==> src/rtl/hazard_ctrl_pkg.sv <==
`default_nettype none
// ============================================================================
//  Module   : hazard_ctrl_pkg
//  Purpose  : Shared definitions for the pipeline hazard controller:
//             FSM state encoding, register-number width and the x0 constant.
//  Revision : 1.0 - initial release
// ============================================================================
package hazard_ctrl_pkg;

    // Register-number width of the RV64 register file (x0..x31)
    localparam int c_REG_W = 5;

    // Hard-wired zero register; never a real dependency
    localparam logic [c_REG_W-1:0] c_X0 = '0;

    // Controller states; encoding 2'd3 is illegal and recovers to ST_RUN
    typedef enum logic [1:0] {
        ST_RUN      = 2'd0,
        ST_MEM_WAIT = 2'd1,
        ST_TRAP     = 2'd2
    } state_t;

endpackage : hazard_ctrl_pkg
`default_nettype wire

==> src/rtl/hazard_perf_cnt.sv <==
`default_nettype none
// ============================================================================
//  Module   : hazard_perf_cnt
//  Purpose  : Saturating event counter with increment enable and synchronous
//             clear. Holds at all-ones instead of wrapping.
//  Revision : 1.0 - initial release
// ============================================================================
module hazard_perf_cnt #(
    parameter int CNT_W = 32
) (
    input  logic             clk,
    input  logic             i_clr,
    input  logic             i_inc,
    output logic [CNT_W-1:0] o_cnt
);

    // Count up on each enabled cycle, stop at all-ones, clear dominates
    always_ff @(posedge clk) begin
        if (i_clr) begin
            o_cnt <= '0;
        end else if (i_inc && (o_cnt != '1)) begin
            o_cnt <= o_cnt + CNT_W'(1);
        end
    end

endmodule : hazard_perf_cnt
`default_nettype wire

==> src/rtl/hazard_ctrl.sv <==
`default_nettype none
// ============================================================================
//  Module   : hazard_ctrl
//  Purpose  : Hazard controller for the 5-stage RV64 pipeline. Decides every
//             cycle whether PC / IF-ID advance, hold or flush, whether ID-EX
//             takes a bubble, and freezes the back end while data memory is
//             busy. A memory wait longer than TIMEOUT cycles traps until reset.
//  Options  : `define HAZARD_CTRL_PERF_EN adds three saturating performance
//             counters (load-use stalls, branch flushes, freeze cycles).
//  Revision : 1.0 - initial release
// ============================================================================
module hazard_ctrl
    import hazard_ctrl_pkg::*;
#(
    parameter int TIMEOUT = 64,
    parameter int CNT_W   = 32
) (
    input  logic               CLK,
    input  logic               RST,
    input  logic [c_REG_W-1:0] rs1_id,
    input  logic [c_REG_W-1:0] rs2_id,
    input  logic               uses_rs2_id,
    input  logic [c_REG_W-1:0] rdIDEX,
    input  logic               MemReadIDEX,
    input  logic               branch_taken_ex,
    input  logic               dmem_req,
    input  logic               dmem_ready,
    output logic               PCWrite,
    output logic               IFIDWrite,
    output logic               IFIDFlush,
    output logic               IDEXFlush,
    output logic               PipeFreeze,
    output logic               mem_timeout,
    output logic [1:0]         state_o
`ifdef HAZARD_CTRL_PERF_EN
    ,
    output logic [CNT_W-1:0]   lu_stall_cnt,
    output logic [CNT_W-1:0]   br_flush_cnt,
    output logic [CNT_W-1:0]   mem_wait_cnt
`endif
);

    localparam int                c_WAIT_W      = $clog2(TIMEOUT + 1);
    localparam logic [c_WAIT_W-1:0] c_TIMEOUT_CNT = c_WAIT_W'(TIMEOUT);

    // Reject configurations the wait counter cannot support
    generate
        if ((TIMEOUT < 2) || (CNT_W < 1)) begin : g_param_check
            $error("hazard_ctrl: TIMEOUT must be >= 2 and CNT_W >= 1");
        end
    endgenerate

    state_t              r_state;
    state_t              w_state_nxt;
    logic [c_WAIT_W-1:0] r_wait_cnt;
    logic [c_WAIT_W-1:0] w_wait_nxt;
    logic                r_timeout;
    logic                w_lu;
    logic                w_ms;
    logic                w_freeze;

    // Load in EX feeding a source of the instruction in ID (x0 never counts)
    assign w_lu = MemReadIDEX && (rdIDEX != c_X0) &&
                  ((rs1_id == rdIDEX) || (uses_rs2_id && (rs2_id == rdIDEX)));

    // Data memory is being accessed but has not completed
    assign w_ms = dmem_req && !dmem_ready;

    // Next-state and wait-counter logic; freeze decision derives from state
    always_comb begin
        w_state_nxt = r_state;
        w_wait_nxt  = r_wait_cnt;
        w_freeze    = 1'b0;
        case (r_state)
            ST_RUN: begin
                if (w_ms) begin
                    w_freeze    = 1'b1;
                    w_state_nxt = ST_MEM_WAIT;
                    w_wait_nxt  = c_WAIT_W'(1);
                end
            end
            ST_MEM_WAIT: begin
                if (w_ms) begin
                    w_freeze = 1'b1;
                    if (r_wait_cnt == c_TIMEOUT_CNT) begin
                        w_state_nxt = ST_TRAP;
                    end else begin
                        w_wait_nxt = r_wait_cnt + c_WAIT_W'(1);
                    end
                end else begin
                    // Release: RUN rules apply combinationally this cycle
                    w_state_nxt = ST_RUN;
                    w_wait_nxt  = '0;
                end
            end
            ST_TRAP: begin
                w_freeze = 1'b1;
            end
            default: begin
                w_state_nxt = ST_RUN;
                w_wait_nxt  = '0;
            end
        endcase
    end

    // Pipeline-register enables: reset, freeze, branch, load-use, normal
    always_comb begin
        PCWrite    = 1'b1;
        IFIDWrite  = 1'b1;
        IFIDFlush  = 1'b0;
        IDEXFlush  = 1'b0;
        PipeFreeze = 1'b0;
        if (RST) begin
            PCWrite   = 1'b0;
            IFIDWrite = 1'b0;
            IFIDFlush = 1'b1;
            IDEXFlush = 1'b1;
        end else if (w_freeze) begin
            PipeFreeze = 1'b1;
            PCWrite    = 1'b0;
            IFIDWrite  = 1'b0;
        end else if (branch_taken_ex) begin
            // Squash both younger instructions; lu consumer is flushed anyway
            IFIDFlush = 1'b1;
            IDEXFlush = 1'b1;
        end else if (w_lu) begin
            PCWrite   = 1'b0;
            IFIDWrite = 1'b0;
            IDEXFlush = 1'b1;
        end
    end

    // State, wait counter and sticky timeout flag
    always_ff @(posedge CLK) begin
        if (RST) begin
            r_state    <= ST_RUN;
            r_wait_cnt <= '0;
            r_timeout  <= 1'b0;
        end else begin
            r_state    <= w_state_nxt;
            r_wait_cnt <= w_wait_nxt;
            r_timeout  <= r_timeout | (w_state_nxt == ST_TRAP);
        end
    end

    assign mem_timeout = r_timeout && !RST;
    assign state_o     = RST ? ST_RUN : r_state;

`ifdef HAZARD_CTRL_PERF_EN
    logic             w_lu_inc;
    logic             w_br_inc;
    logic [CNT_W-1:0] w_lu_cnt;
    logic [CNT_W-1:0] w_br_cnt;
    logic [CNT_W-1:0] w_frz_cnt;

    assign w_br_inc = !RST && !w_freeze && branch_taken_ex;
    assign w_lu_inc = !RST && !w_freeze && !branch_taken_ex && w_lu;

    hazard_perf_cnt #(.CNT_W(CNT_W)) u_lu_cnt (
        .clk   (CLK),
        .i_clr (RST),
        .i_inc (w_lu_inc),
        .o_cnt (w_lu_cnt)
    );

    hazard_perf_cnt #(.CNT_W(CNT_W)) u_br_cnt (
        .clk   (CLK),
        .i_clr (RST),
        .i_inc (w_br_inc),
        .o_cnt (w_br_cnt)
    );

    hazard_perf_cnt #(.CNT_W(CNT_W)) u_frz_cnt (
        .clk   (CLK),
        .i_clr (RST),
        .i_inc (PipeFreeze),
        .o_cnt (w_frz_cnt)
    );

    assign lu_stall_cnt = RST ? '0 : w_lu_cnt;
    assign br_flush_cnt = RST ? '0 : w_br_cnt;
    assign mem_wait_cnt = RST ? '0 : w_frz_cnt;
`endif

endmodule : hazard_ctrl
`default_nettype wire
==> config.mk <==
export PLATFORM = sky130hd
export DESIGN_NAME = hazard_ctrl
export DESIGN_NICKNAME = d
export VERILOG_FILES = /design/src/rtl/hazard_ctrl_pkg.sv /design/src/rtl/hazard_perf_cnt.sv /design/src/rtl/hazard_ctrl.sv
export SDC_FILE = /design/constraint.sdc
export NUM_CORES = 1
export LEC_CHECK = 0
export ABC_AREA = 1
export CAP_MARGIN = 10
export CORE_MARGIN = 1
export CORE_UTILIZATION = 35
export DETAILED_ROUTE_END_ITERATION = 7
export PLACE_DENSITY = 0.68
export SETUP_SLACK_MARGIN = 0.1
export SLEW_MARGIN = 10
export SYNTH_ARGS = -nofsm -noshare
export SYNTH_HDL_FRONTEND = slang
export SYNTH_SLANG_ARGS = --single-unit
==> constraint.sdc <==
create_clock -name CLK -period 1.6 [get_ports CLK]
set_input_delay 0.32 -clock CLK [delete_from_list [all_inputs] [get_ports CLK]]
set_output_delay 0.32 -clock CLK [all_outputs]
set_load 0.01 [all_outputs]
# Yosys cells after proc, flatten, opt, wreduce, memory -nomap -nowiden
# Index checks and enable logic that the tools add are counted.
[totals] regBits=10 inputBits=22 output_inout_bits=8 elab_cells=50
[op_classes] n_addsub=1 n_eq_ne=8 muxes=24 n_bitwise=2 n_reduce_logical=12
[ops] operator="2-to-1 mux 7 bit" count=3
[ops] operator="case mux 7 bit (3 select lines)" count=1
[ops] operator="2-to-1 mux 1 bit" count=14
[ops] operator="equality test 5 bit" count=2
[ops] operator="2-to-1 mux 2 bit" count=4
[ops] operator="adder 7 x 1 -> 7 bit, second input constant" count=1
[ops] operator="equality test 7 bit, second input constant" count=1
[ops] operator="case mux 2 bit (3 select lines)" count=1
[ops] operator="logical AND 1 bit" count=5
[ops] operator="nonzero test 5 bit" count=1
[ops] operator="equality test 2 bit, second input constant" count=2
[ops] operator="inequality test 3 bit, second input constant" count=1
[ops] operator="AND reduction 3 bit" count=1
[ops] operator="equality test 2 x 1 -> 1 bit, second input constant" count=1
[ops] operator="zero test 1 bit" count=2
[ops] operator="zero test 2 bit" count=1
[ops] operator="inequality test 2 bit, second input constant" count=1
[ops] operator="case mux 1 bit (2 select lines)" count=1
[ops] operator="OR reduction 2 bit" count=1
[ops] operator="logical OR 1 bit" count=1
[ops] operator="inverter 1 bit" count=1
[ops] operator="OR 1 bit" count=1

# Logic depth before layout (Yosys ltp)
# Gate-level depths: netlist of the first run.
[depth] word_depth=8 depth_mapped=10 depth_no_buf=9

# Worst setup path before layout of the first run
# Ideal clock, no wire load.
[synth_path] path_type="input to output" from="input port dmem_req" to="output port IDEXFlush" arrival_ps=1066 t_required_ps=1280 slack_ps=214 cell_stages=7 n_path_buf=0 cell_sequence="inv_1 > nor2_4 > nand2_4 > nand2_1 > o21ai_1 > inv_2 > nand2_1"
[synth_between] elab_chain_len=5
[synth_lines] item="start, declared" line="hazard_ctrl.sv:26" rtl="input logic dmem_req,"
[synth_lines] item="logical AND 1 bit" line="hazard_ctrl.sv:67" rtl="assign w_ms = dmem_req && !dmem_ready;"
[synth_lines] item="2-to-1 mux 1 bit" line="hazard_ctrl.sv:76, hazard_ctrl.sv:83"
[synth_lines] item="case mux 1 bit (2 select lines)" line="hazard_ctrl.sv:74" rtl="case (r_state)"
[synth_lines] item="2-to-1 mux 1 bit" line="hazard_ctrl.sv:118" rtl="end else if (w_freeze) begin"
[synth_lines] item="2-to-1 mux 1 bit" line="hazard_ctrl.sv:113" rtl="if (RST) begin"
[synth_lines] item="end, declared" line="hazard_ctrl.sv:31" rtl="output logic IDEXFlush,"
# Every way passes these cells.

# Worst setup path after layout of the first run
[layout_path] from="input port branch_taken_ex" to="output port IDEXFlush"
[layout_between] elab_chain_len=3
[layout_lines] item="start, declared" line="hazard_ctrl.sv:25" rtl="input logic branch_taken_ex,"
[layout_lines] item="2-to-1 mux 1 bit" line="hazard_ctrl.sv:122" rtl="end else if (branch_taken_ex) begin"
[layout_lines] item="2-to-1 mux 1 bit" line="hazard_ctrl.sv:118"
[layout_lines] item="2-to-1 mux 1 bit" line="hazard_ctrl.sv:113"
# Every way passes these cells.

==> results of run 1 <==
-- power breakdown --
part	internal (mW)	switching, mW
logic	0.0855	0.0972
clock network	0.138	0.0990
registers	0.252	0.00534
total	0.476	0.202
-- worst paths after layout --
| kind | start | end | slack, ns | cells past startpoint |
|---|---|---|---|---|
| max reg2reg | r_wait_cnt[0] | r_wait_cnt[0] | 0.22 | 8 |
| max | branch_taken_ex | IDEXFlush | 0.08 | 6 |
| min | r_timeout | r_timeout | 0.46 | 2 |
| min reg2reg | r_timeout | r_timeout | 0.46 | 2 |
-- cells in the mapped netlist (2+ instances only) --
cell | instances | area, sq um
o21ai_1 | 3 | 15.0
nand2_1 | 38 | 143
nor2_4 | 2 | 22.5
nor2_1 | 18 | 67.6
nand2_4 | 3 | 33.8
inv_2 | 5 | 18.8
ha_1 | 2 | 25.0
dfxtp_1 | 10 | 200
nand3_1 | 11 | 55.1
nand4_1 | 7 | 43.8
inv_1 | 28 | 105
a21oi_1 | 3 | 15.0
a21oi_2 | 4 | 35.0
clkinv_1 | 2 | 7.51
nand2_2 | 5 | 31.3
-- kinds of logic after synthesis --
kind of cell               synth area share, %
xor gates and xnor gates                 0.955
buffers and inverters                     15.6
and+or+nand+nor                           48.2
DFF                                       21.8
AOI/OAI and AO/OA                         10.8
adders and majority gates                 2.73
-- metrics by stage --
step	TNS, ns	setup slack, ns	power, mW	std cells	area (sq um)
6_report	0	0.0786	0.678	223	1300
4_1_cts	0	0.0522	0.681	223	1290
3_5_place_dp	-4.97	-0.664	0.457	218	1300
2_1_floorplan	0	0.214	0.355	152	917
5_1_grt	0	0.000886	0.718	223	1300
3_3_place_gp	-4.38	-0.623	0.454	218	1300
-- flip-flops by register name, summed over array words and instances (netlist names) --
| name | count |
|---|---|
| r_wait_cnt | 7 |
| r_timeout | 1 |
| r_state | 2 |
-- metal layers --
metal	vias up	GRT usage (%)
met5	-	0
met4	0	2.63
met3	2	5.17
met2	30	33.8
met1	458	18.4
li1	549	-
-- critical path: stages --
cell and delay, ns:
clkdlybuf4s50_1 0.47, inv_2 0.05, o21ai_4 0.15, inv_2 0.04, nand2_1 0.05, buf_2 0.12
-- area by class of cell --
type                            instances  area, sq um
Sequential cell                        10          203
Clock buffer                            4         36.3
Multi-Input combinational cell        105          611
Tap cell                               30         37.5
Fill cell                             270         1170
Inverter                               35          134
Timing Repair Buffer                   39          283
-- timing repair --
action,4_1_cts,5_1_grt
pin swaps,25,7
endpoints found under the setup margin,8,6
hold buffers,0,0
gates resized for setup,106,7
hold endpoints to repair,0,0
setup buffers,1,0
cloned,0,0
==> run metrics, run 1 <==
status=finished, final reports clean; area grow syn2layout=42.2%; htree depth=1; Post-synth EDFFs=0; Num CTS Buffers=3; CP endpoint kind=output pin; first-pass GRT wire length=approximately 3.6 mm; Via density=4.66; DR iter-0 viols=18; Req. time, crit path=1.28 ns; drc violations=0; final net count=218; grt ovf=0; drt pass-1 iters=4; initial antenna violation count=0; metal2 WL=1.16 mm; Max rail drop VDD=0.483 mV; Highest Signal Layer=met4; Routed WL=2.22 mm; CP arrival=1.20 ns; Final Max Tran Viols=0; vias in the first global route=936; DRT antenna net count=0; I/O pin count=30; clock transition at the registers of the reported paths=0.07 ns; Synthesized Nets=176; final setup violation count=0; final core occ=52.6%; Die Span Y=53.2 um; synthesized area=917 sq um; Tot GR Track Use=between 10% and 20%; Placer Congestion=0.770; Worst Setup Start Kind=primary input; Leak=0.688 nW; ys async rst share=0%; pin count of the biggest net entering global routing=8; worst hold margin=approximately 0.46 ns; Yosys warnings=0; Die Area=2830 sq um; vias=1,039; crit share post-route=95.1%; skew final=0.00667 ns; Netlist cell types=26; root buf cell=clkbuf_4; Hold Path Class=reg2reg; post-layout min period=1.52 ns; HPWL Detailed=1.74 mm; antenna cells=0; Setup CP Type=in2out; Avg Cell Area, Syn=about 6.0 sq um; worst-path fanout max=2; WL per Instance=~9.9 um; max_slew headroom=81.7%; CTS tree=built; Slew @ Worst Pin=0.274 ns; commonest non-fill, non-tap cells in the layout=nand2_1 (37), inv_1 (20), buf_2 (17), nor2_1 (16), inv_2 (12); Starting Density=37.0%; PortBufs=29; commonest non-fill, non-tap cell in the layout=nand2_1; RSZ-0062 raised after global routing=true; core area=2480 sq um; clk buf depth=2; Top FF cell, synth=dfxtp_1; Site Rows=18; clk_lat worst skew=between 0.2 and 0.3 ns; die width=53.2 um; gate count of the mapped netlist=152; clock tree sinks=10; Seq cells post-synth=10; sequential fraction of the synthesis area=21.8%; DR WL met3=approximately 95 um; Hold Fails Final Rpt=0; Highest Clock Rate=657 MHz; met1 WL=948 um; maxcap violations=0; layout cells sized above 1=35.8%; pwr dens=520 nW/um^2
(Power assumes the default switching activity.)
==> inputs of run 2 (changes only) <==
CTS_CLUSTER_SIZE = 20   (was not set)
==> results of run 2 <==
Final layout, timing and power as in run 1 (identical DEF).
==> inputs of run 3 (changes only) <==
GPL_ROUTABILITY_DRIVEN = 0   (was not set)
HOLD_SLACK_MARGIN = 0.08   (was not set)
==> results of run 3 <==
Final layout, timing and power as in run 1 (identical DEF).
